File: src/rtl/mips32_pkg.sv
// Shared constants and the fetch-queue entry type for the MIPS32 front end.
package mips32_pkg;

    localparam logic [31:0] NOP_INSTR = 32'h0000_0000;
    localparam logic [31:0] RESET_PC  = 32'h0000_0000;
    localparam int          IF_DEPTH  = 2;

    typedef struct packed {
        logic [31:0] pc;
        logic [31:0] instr;
        logic        filled;
        logic        misalign;
    } fetch_entry_t;

endpackage

File: src/rtl/fetch_queue.sv
// In-order circular buffer of fetched words: tail allocate, fill oldest
// unfilled entry, pop from head, synchronous clear.
module fetch_queue
    import mips32_pkg::*;
#(
    parameter  int DEPTH = IF_DEPTH,
    localparam int AW    = $clog2(DEPTH),
    localparam int CW    = AW + 1
) (
    input  logic          clock,
    input  logic          reset_n,
    input  logic          i_clear,
    input  logic          i_alloc,
    input  fetch_entry_t  i_alloc_entry,
    input  logic          i_fill,
    input  logic [31:0]   i_fill_data,
    input  logic          i_pop,
    output logic [CW-1:0] o_count,
    output fetch_entry_t  o_head
);

    logic [AW-1:0]    r_head;
    logic [AW-1:0]    r_tail;
    logic [CW-1:0]    r_count;
    logic [DEPTH-1:0] r_filled;
    logic [DEPTH-1:0] r_misalign;
    logic [31:0]      r_pc    [DEPTH];
    logic [31:0]      r_instr [DEPTH];

    logic [AW-1:0]    w_fill_idx;
    logic             w_fill_hit;
    logic             w_fill_en;

    // Responses return in request order, so the target is the first
    // allocated-but-unfilled slot walking forward from the head.
    // NOTE: every always_comb output gets a default before the loop, otherwise
    // the "not found" path would infer a latch.
    always_comb begin
        w_fill_idx = r_head;
        w_fill_hit = 1'b0;
        for (int i = 0; i < DEPTH; i++) begin
            if (!w_fill_hit && (CW'(i) < r_count) && !r_filled[r_head + AW'(i)]) begin
                w_fill_hit = 1'b1;
                w_fill_idx = r_head + AW'(i);
            end
        end
    end

    assign w_fill_en = i_fill & w_fill_hit;

    // NOTE: sequential state uses non-blocking assignments so every flop
    // samples pre-edge values regardless of statement order.
    always_ff @(posedge clock or negedge reset_n) begin
        if (!reset_n) begin
            r_head   <= '0;
            r_tail   <= '0;
            r_count  <= '0;
            r_filled <= '0;
        end else if (i_clear) begin
            r_head   <= '0;
            r_tail   <= '0;
            r_count  <= '0;
            r_filled <= '0;
        end else begin
            if (i_alloc) begin
                r_filled[r_tail] <= i_alloc_entry.filled;
                r_tail           <= r_tail + AW'(1);
            end
            if (w_fill_en) begin
                r_filled[w_fill_idx] <= 1'b1;
            end
            if (i_pop) begin
                r_head <= r_head + AW'(1);
            end
            r_count <= r_count + CW'(i_alloc) - CW'(i_pop);
        end
    end

    // NOTE: payload storage is deliberately not reset; a slot is only ever
    // observed once its reset-cleared filled flag has been set.
    always_ff @(posedge clock) begin
        if (i_alloc && !i_clear) begin
            r_pc[r_tail]       <= i_alloc_entry.pc;
            r_instr[r_tail]    <= i_alloc_entry.instr;
            r_misalign[r_tail] <= i_alloc_entry.misalign;
        end
        if (w_fill_en && !i_clear) begin
            r_instr[w_fill_idx] <= i_fill_data;
        end
    end

    assign o_count = r_count;
    assign o_head  = '{pc:       r_pc[r_head],
                       instr:    r_instr[r_head],
                       filled:   (r_count != '0) && r_filled[r_head],
                       misalign: r_misalign[r_head]};

endmodule

File: src/rtl/if_stage.sv
// Instruction-fetch stage: issues word reads for the current PC, tracks
// in-flight responses and redirect discards, and feeds decode in order.
module if_stage
    import mips32_pkg::fetch_entry_t, mips32_pkg::NOP_INSTR, mips32_pkg::IF_DEPTH;
#(
    parameter int          DEPTH    = IF_DEPTH,
    parameter logic [31:0] RESET_PC = mips32_pkg::RESET_PC
) (
    input  logic        clock,
    input  logic        reset_n,
    input  logic [31:0] pc,
    output logic        pc_enable,
    input  logic        flush,
    output logic        imem_req,
    output logic [31:0] imem_addr,
    input  logic        imem_ready,
    input  logic        imem_rvalid,
    input  logic [31:0] imem_rdata,
    output logic        if_valid,
    output logic [31:0] if_instr,
    output logic [31:0] if_pc,
    output logic [31:0] if_pc4,
    output logic        if_misalign,
    input  logic        id_ready
);

    localparam int AW = $clog2(DEPTH);
    localparam int CW = AW + 1;

    logic          r_run;
    logic [CW-1:0] r_outstanding;
    logic [CW-1:0] r_discard;

    logic [CW-1:0] w_count;
    fetch_entry_t  w_head;
    fetch_entry_t  w_alloc_entry;
    logic          w_flush;
    logic          w_aligned;
    logic          w_space;
    logic          w_can_alloc;
    logic          w_accept;
    logic          w_misalign_alloc;
    logic          w_alloc;
    logic          w_rsp;
    logic          w_drop;
    logic          w_fill;
    logic          w_head_valid;
    logic          w_pop;

    // r_run holds issue and pc_enable low until the first edge after reset
    // release, so both fall asynchronously with reset_n.
    assign w_flush   = flush & r_run;
    assign w_aligned = (pc[1:0] == 2'b00);

    // Slots still owed a discarded response count against capacity.
    assign w_space = ((CW+1)'(w_count) + (CW+1)'(r_discard)) < (CW+1)'(DEPTH);

    assign w_can_alloc      = r_run & ~flush & w_space;
    assign imem_req         = w_can_alloc & w_aligned;
    assign imem_addr        = {pc[31:2], 2'b00};
    assign w_accept         = imem_req & imem_ready;
    assign w_misalign_alloc = w_can_alloc & ~w_aligned;
    assign w_alloc          = w_accept | w_misalign_alloc;
    assign pc_enable        = w_alloc | w_flush;

    assign w_alloc_entry = '{pc:       pc,
                             instr:    NOP_INSTR,
                             filled:   w_misalign_alloc,
                             misalign: w_misalign_alloc};

    assign w_rsp  = imem_rvalid & (r_outstanding != '0);
    assign w_drop = w_rsp & (r_discard != '0);
    assign w_fill = w_rsp & (r_discard == '0) & ~w_flush;

    assign w_head_valid = w_head.filled;
    assign w_pop        = w_head_valid & id_ready & ~w_flush;

    // On redirect every request still in flight becomes a discard; a response
    // landing in the flush cycle has already returned and is not counted.
    always_ff @(posedge clock or negedge reset_n) begin
        if (!reset_n) begin
            r_run         <= 1'b0;
            r_outstanding <= '0;
            r_discard     <= '0;
        end else begin
            r_run         <= 1'b1;
            r_outstanding <= r_outstanding + CW'(w_accept) - CW'(w_rsp);
            if (w_flush) begin
                r_discard <= r_outstanding - CW'(w_rsp);
            end else if (w_drop) begin
                r_discard <= r_discard - CW'(1);
            end
        end
    end

    fetch_queue #(
        .DEPTH (DEPTH)
    ) u_fetch_queue (
        .clock         (clock),
        .reset_n       (reset_n),
        .i_clear       (w_flush),
        .i_alloc       (w_alloc),
        .i_alloc_entry (w_alloc_entry),
        .i_fill        (w_fill),
        .i_fill_data   (imem_rdata),
        .i_pop         (w_pop),
        .o_count       (w_count),
        .o_head        (w_head)
    );

    assign if_valid    = w_head_valid;
    assign if_instr    = w_head_valid ? w_head.instr : '0;
    assign if_pc       = w_head_valid ? w_head.pc : RESET_PC;
    assign if_pc4      = w_head_valid ? (w_head.pc + 32'd4) : '0;
    assign if_misalign = w_head_valid & w_head.misalign;

endmodule

File: config.mk
export PLATFORM = sky130hd
export DESIGN_NAME = if_stage
export DESIGN_NICKNAME = d
export VERILOG_FILES = /design/src/rtl/mips32_pkg.sv /design/src/rtl/fetch_queue.sv /design/src/rtl/if_stage.sv
export SDC_FILE = /design/constraint.sdc
export NUM_CORES = 1
export LEC_CHECK = 0
export CAP_MARGIN = 25
export CORE_ASPECT_RATIO = 0.75
export CORE_MARGIN = 2
export CORE_UTILIZATION = 45
export CTS_CLUSTER_DIAMETER = 120
export DETAILED_ROUTE_END_ITERATION = 10
export PLACE_DENSITY = 0.78
export SLEW_MARGIN = 20
export SYNTH_ARGS = -nofsm -noshare
export SYNTH_HDL_FRONTEND = slang
export SYNTH_SLANG_ARGS = --single-unit
File: constraint.sdc
create_clock -name clock -period 12.4 [get_ports clock]
set_input_delay 1.24 -clock clock [delete_from_list [all_inputs] [get_ports clock]]
set_output_delay 1.24 -clock clock [all_outputs]
set_load 0.01 [all_outputs]
==> reports/qor.csv, run 1 <==
stage,metric,value,unit
power_and_ir_drop,p_switching,0.597,mW
grt,grt_max_degree,81,
cells_and_area,layout.nets,849,
cts,clkTransAtPathRegs,60,ps
yosys,post_synth.cell_area_avg,11.8,um2
routing,post-route-drc-count,0,
status,status,completed,
grt,overflow,0,
power_and_ir_drop,p_int,1.22,mW
power_and_ir_drop,ir_drop,0.101,mV
routing,wl_per_cell,17.4,um
worst_setup_path,cp-start-kind,flip-flop,
routing,ant_nets,0,
cells_and_area,layout_common_cells,"clkdlybuf4s50_1, edfxtp_1, nor2_1",
grt,grtUsageMet1,25.7,%
cells_and_area,finish.utilization,61.4,%
power_and_ir_drop,pwr-share-seq,37.8,%
grt,track_usage,20.4,%
min_path,hp-class,reg -> reg,
cells_and_area,diodes,0,
grt,top_usage_layer,met2,
grt,grt_pass1_vias,5322,
floorplanning,core,15900,um2
grt,grt_use_met2,34.8,%
yosys,syn-cell-area,7220,um2
routing,wl,17.3,mm
power_and_ir_drop,switching_share,32.8,%
sta,worst_slew_pin_slew,1060,ps
yosys,ys_ff_latch,141,
yosys,ys_types,53,
cts,cts_tree,built,
yosys,netlist_instances,610,
floorplanning,die_area,17100,um2
sta,hold_violations,0,
sta,finalCritPeriodShare,43.9,%
cells_and_area,nFillCells,1203,
cts,cts-root-buf,clkbuf_16,
worst_setup_path,worstSetupEndpointType,output pin,
sta,tns,0,ps
power_and_ir_drop,p_clk_share,26.9,%
cts,cts-buffers-inserted,17,
floorplanning,pin_count,202,
power_and_ir_drop,power.density,187,nW/um2
sta,timing.hold.ws,533,ps
yosys,yosysWarnings,0,
worst_setup_path,cp_data_arrival_time,4200,ps
sta,slew_headroom,29.3,%
sta,min_period,5440,ps
worst_setup_path,worstSetupPathType,reg -> out,
flow_run,max_cap_violations,0,
routing,vias,5264,
routing,viasPerCell,5.30,
cells_and_area,final_common_cell,clkdlybuf4s50_1,
cells_and_area,area_delta_synth_final,35.0,%
cts,insertion_delay,410,ps
sta,finalSetupViolations,0,
cts,clock_sinks,141,
routing,dr.pass1.iters,5,
sta,skew,6.62,ps
floorplanning,num_rows,40,
cts,clk_path_buf_depth,2,
placement,portBuffers,199,
cts,cts_setup_buffers,0,
yosys,ys_seq_area_share,57.9,%
routing,drtIter0Drc,296,
grt,antenna_found_initial,0,
placement,place_inst,961,
sta,rsz0062_at_grt,false,
grt,grt_pass1_wl,26.9,mm
power_and_ir_drop,p_comb_share,35.3,%
grt,grt_use_met3,4.84,%
worst_setup_path,required,11160,ps
cts,cts_resized,0,
sta,slew_viol_final,0,
cts,holdBufCountCts,0,
cells_and_area,instances_no_fill,994,
yosys,async_reset_ff_share,7.80,%
worst_setup_path,cp_max_fo,58,
yosys,synth_edf_count,130,
placement,gp_congestion,0.798,
sta,fmax,184,MHz
floorplanning,initial_core_util,45.5,%
yosys,synth_top_flop_cell,edfxtp_1,
placement,place_hpwl,12.0,mm
power_and_ir_drop,total_leakage_power,3.34,nW
floorplanning,die_x,150,um
cells_and_area,layout-drive-gt1-share,6.76,%
floorplanning,die_h,114,um
cts,ctsHtreeMaxLevel,4,
cell usage after synthesis (9+ instances only):
cell type	instances	share of area [%]
buf_4	35	3.6
mux2i_1	59	8.2
nand2_1	22	1.1
xnor2_1	16	1.9
edfxtp_1	130	54
clkbuf_1	14	0.73
a21oi_1	12	0.83
nand3_1	18	1.2
inv_1	9	0.47
nor2_1	80	4.2
nor3_1	9	0.62
o21ai_0	15	1.0
dfrtp_1	11	3.8
and2_1	77	6.7
worst max-delay path, cell delays in order, from the launching register on:
cell	delay, ps
dfrtp_4	850
nand3_1	240
a222oi_1	980
nand4_2	480
o31a_1	420
nor3_1	200
clkdlybuf4s50_1	580
stage by stage:
| stage | area, um2 | worst slack [ps] | power, mW |
|---|---|---|---|
| 2_1_floorplan | 7220 | 8010 | 1.08 |
| 3_3_place_gp | 9150 | 7520 | 1.31 |
| 3_5_place_dp | 9150 | 7430 | 1.34 |
| 4_1_cts | 9720 | 6970 | 1.83 |
| 5_1_grt | 9750 | 6690 | 1.92 |
| 6_report | 9750 | 6960 | 1.82 |
power by group through the flow:
stage          clock [mW]  combinational [mW]  sequential, mW
4_1_cts             0.498               0.643           0.689
3_5_place_dp            0               0.640           0.698
5_1_grt             0.520               0.701           0.700
2_1_floorplan           0               0.427           0.655
3_3_place_gp            0               0.621           0.691
6_report            0.489               0.642           0.688
path summary, 6_finish.rpt:
path,from,end,slack [ps],cells after the start
min in group asynchronous,reset_n,r_outstanding[1]$_DFF_PN0_,1180,1
setup reg to reg,u_fetch_queue.o_count[0]$_DFF_PN0_,u_fetch_queue.r_instr[0][26]$_SDFFCE_PN0P_,8630,7
max in group asynchronous,reset_n,u_fetch_queue.r_head$_DFFE_PN0P_,10810,1
setup / recovery,u_fetch_queue.r_head$_DFFE_PN0P_,if_pc4[23],6960,6
hold / removal,r_outstanding[1]$_DFF_PN0_,r_outstanding[1]$_DFF_PN0_,530,1
hold reg to reg,r_outstanding[1]$_DFF_PN0_,r_outstanding[1]$_DFF_PN0_,530,1
cell type report:
class                   instances  area [um2]  area share [%]
flip-flops and latches        141        4180            42.9
multi-input cells             397        2640            27.1
repair buffers                205        2060            21.1
clock buffers                  18         429            4.40
well taps                     210         263            2.70
clock inverters                14         141            1.45
inverters                       9        33.8           0.347
state kept, by name, summed over array words and instances, names as in the netlist:
name,count
r_discard,2
r_outstanding,2
r_run,1
u_fetch_queue.o_count,2
u_fetch_queue.r_filled,2
u_fetch_queue.r_head,1
u_fetch_queue.r_instr,64
u_fetch_queue.r_misalign,2
u_fetch_queue.r_pc,64
u_fetch_queue.r_tail,1
routing by layer:
layer  share of wire (%)  wire length, um
met2                  50             8620
met3                 5.7              986
met4                 1.6              275
met5                   0                0
met1                  43             7370
logic make-up (layout without fill, tap and decap cells):
family	count (synthesis)	after routing	share of synthesized area, %
flops	141	141	57.9
fa+ha+maj	8	8	1.49
compound gates	61	61	5.56
simple gates	240	240	17.3
xor+xnor	19	19	2.31
mux	66	66	9.27
buf+inv	73	246	6.05
other cells	2	3	0.104
Note: power is estimated with default switching activity, not from simulation.
==> inputs of run 2 (changes only) <==
clock period = 5.4 ns   (was 12.4 ns; I/O delays follow)
==> run 2 against run 1 <==
Against the previous run:
- combinational power increased by 130%
- critical path depth increased by 1
- via count decreased by 0.40%
- first-iteration DRC count increased by 14%
- clock skew increased by 2.7 ps
- hold slack got worse by 57 ps
- die area is the same
- largest power group unchanged
==> reports/qor.csv, run 2 (synthesis gave the netlist of run 1 again) <==
stage,metric,value,unit
cts,clkTransAtPathRegs,60,ps
cts,cts_setup_buffers,0,
cts,clock_sinks,141,
cells_and_area,area_delta_synth_final,34.4,%
cells_and_area,layout_common_cells,"clkdlybuf4s50_1, edfxtp_1, nor2_1",
sta,worst_slew_pin_slew,985,ps
worst_setup_path,worstSetupPathType,reg -> out,
sta,timing.hold.ws,476,ps
cts,cts-buffers-inserted,17,
sta,hold_violations,0,
grt,grt_pass1_vias,5189,
power_and_ir_drop,power.density,424,nW/um2
placement,gp_congestion,0.856,
sta,tns,0,ps
placement,placed_area,9160,um2
worst_setup_path,cp.buffers_inverters,1,
worst_setup_path,critPathTopFamily,simple AND/OR/NAND/NOR gates,
sta,finalSetupViolations,0,
routing,post-route-drc-count,0,
sta,slew_headroom,33.8,%
worst_setup_path,required,4860,ps
cts,cts_resized,0,
routing,drtIter0Drc,338,
floorplanning,die_x,150,um
routing,viasPerCell,5.27,
power_and_ir_drop,total_leakage_power,3.31,nW
grt,antenna_found_initial,0,
cells_and_area,layout-drive-gt1-share,6.51,%
cells_and_area,final_common_cell,clkdlybuf4s50_1,
flow_run,max_cap_violations,0,
cells_and_area,ff_latch_area,4180,um2
routing,ant_nets,0,
cells_and_area,layout.nets,849,
floorplanning,core,15900,um2
worst_setup_path,cp_data_arrival_time,4330,ps
power_and_ir_drop,ir_drop,0.279,mV
cts,holdBufCountCts,0,
worst_setup_path,worstSetupEndpointType,output pin,
floorplanning,die_area,17100,um2
routing,wl,17.0,mm
sta,min_period,4870,ps
sta,rsz0062_at_grt,false,
cts,insertion_delay,420,ps
cts,clk_path_buf_depth,2,
worst_setup_path,cp-start-kind,flip-flop,
placement,portBuffers,199,
cells_and_area,nFillCells,1208,
sta,skew,9.29,ps
cells_and_area,reg.largest.list,"u_fetch_queue.r_instr (64), u_fetch_queue.r_pc (64)",
cts,cts-root-buf,clkbuf_16,
floorplanning,pin_count,202,
cells_and_area,diodes,0,
sta,finalCritPeriodShare,90.2,%
grt,grt_max_degree,81,
cells_and_area,multiInputGateArea,2640,um2
floorplanning,die_h,114,um
worst_setup_path,crit_top_cell,mux2_2,
cts,ctsHtreeMaxLevel,4,
grt,overflow,0,
worst_setup_path,slowest_delay,870,ps
grt,track_usage,19.8,%
status,status,completed,
min_path,hp-class,in -> async,
worst_setup_path,critical_path.cell_chain,"mux2_2, ha_1, a21boi_1, nand4_1, nor4_1, mux2_2, clkdlybuf4s50_1",
cts,cts_tree,built,
floorplanning,initial_core_util,45.5,%
routing,dr.pass1.iters,5,
worst_setup_path,cp_max_fo,60,
placement,place_hpwl,11.9,mm
routing,wl_per_cell,17.1,um
sta,slew_viol_final,0,
floorplanning,num_rows,40,
grt,grt_pass1_wl,26.1,mm
worst_setup_path,cp_slowest_cell,dfrtp_4,
routing,vias,5243,
sta,fmax,205,MHz
cells_and_area,final_cell_area,9700,um2
-- run 2: worst register-to-register path, cell delays in order, from the launching register on --
cell,delay (ps)
dfrtp_4,870
buf_4,700
mux2i_1,160
or2_2,300
inv_1,460
nand2_1,180
a21oi_1,160
ha_1,240
inv_1,60
ha_1,150
xor2_1,190
xnor2_1,140
a21oi_1,50
-- run 2: routing by layer --
layer,global-route usage (%),part of all wire (%),vias up
met5,0,0,-
met2,32.7,49,195
met1,25.5,43,2550
met3,5.44,6.9,20
li1,-,-,2478
met4,6.42,1.3,0
-- run 2: worst paths after layout --
kind	from	end	slack, ps	cells past startpoint
worst min register to register	r_run$_DFF_PN0_	u_fetch_queue.r_head$_DFFE_PN0P_	550	1
min in group clock	r_run$_DFF_PN0_	u_fetch_queue.r_head$_DFFE_PN0P_	550	1
worst min-delay path	reset_n	r_outstanding[0]$_DFF_PN0_	480	1
max in group asynchronous	reset_n	u_fetch_queue.r_head$_DFFE_PN0P_	4510	1
worst max-delay path	u_fetch_queue.r_head$_DFFE_PN0P_	if_pc4[30]	530	7
worst max register to register	u_fetch_queue.r_head$_DFFE_PN0P_	u_fetch_queue.o_count[1]$_DFF_PN0_	1610	12
-- run 2: final cells by class --
| class | count | share of cell area (%) |
|---|---|---|
| inverter | 9 | 0.348 |
| tap | 210 | 2.71 |
| sequential | 141 | 43.1 |
| timing repair buffer | 205 | 21.0 |
| clock buffer | 18 | 4.42 |
| clock inverter | 14 | 1.24 |
| multi-input combinational | 397 | 27.2 |
-- run 2: where the power goes --
part	internal [mW]	total [mW]	switching, mW	leakage (nW)
Clock	0.632	1.07	0.440	0.261
Sequential	1.42	1.58	0.163	1.32
Combinational	0.696	1.46	0.763	1.73
-- run 2: stage by stage --
step	setup slack [ps]	power [mW]	utilization, %	instances
6_report	527	4.12	61.2	994
5_1_grt	207	4.34	61.2	994
3_3_place_gp	1200	3.01	57.7	962
3_5_place_dp	1070	3.07	57.7	962
4_1_cts	544	4.15	61.2	994
2_1_floorplan	1240	2.49	-	611
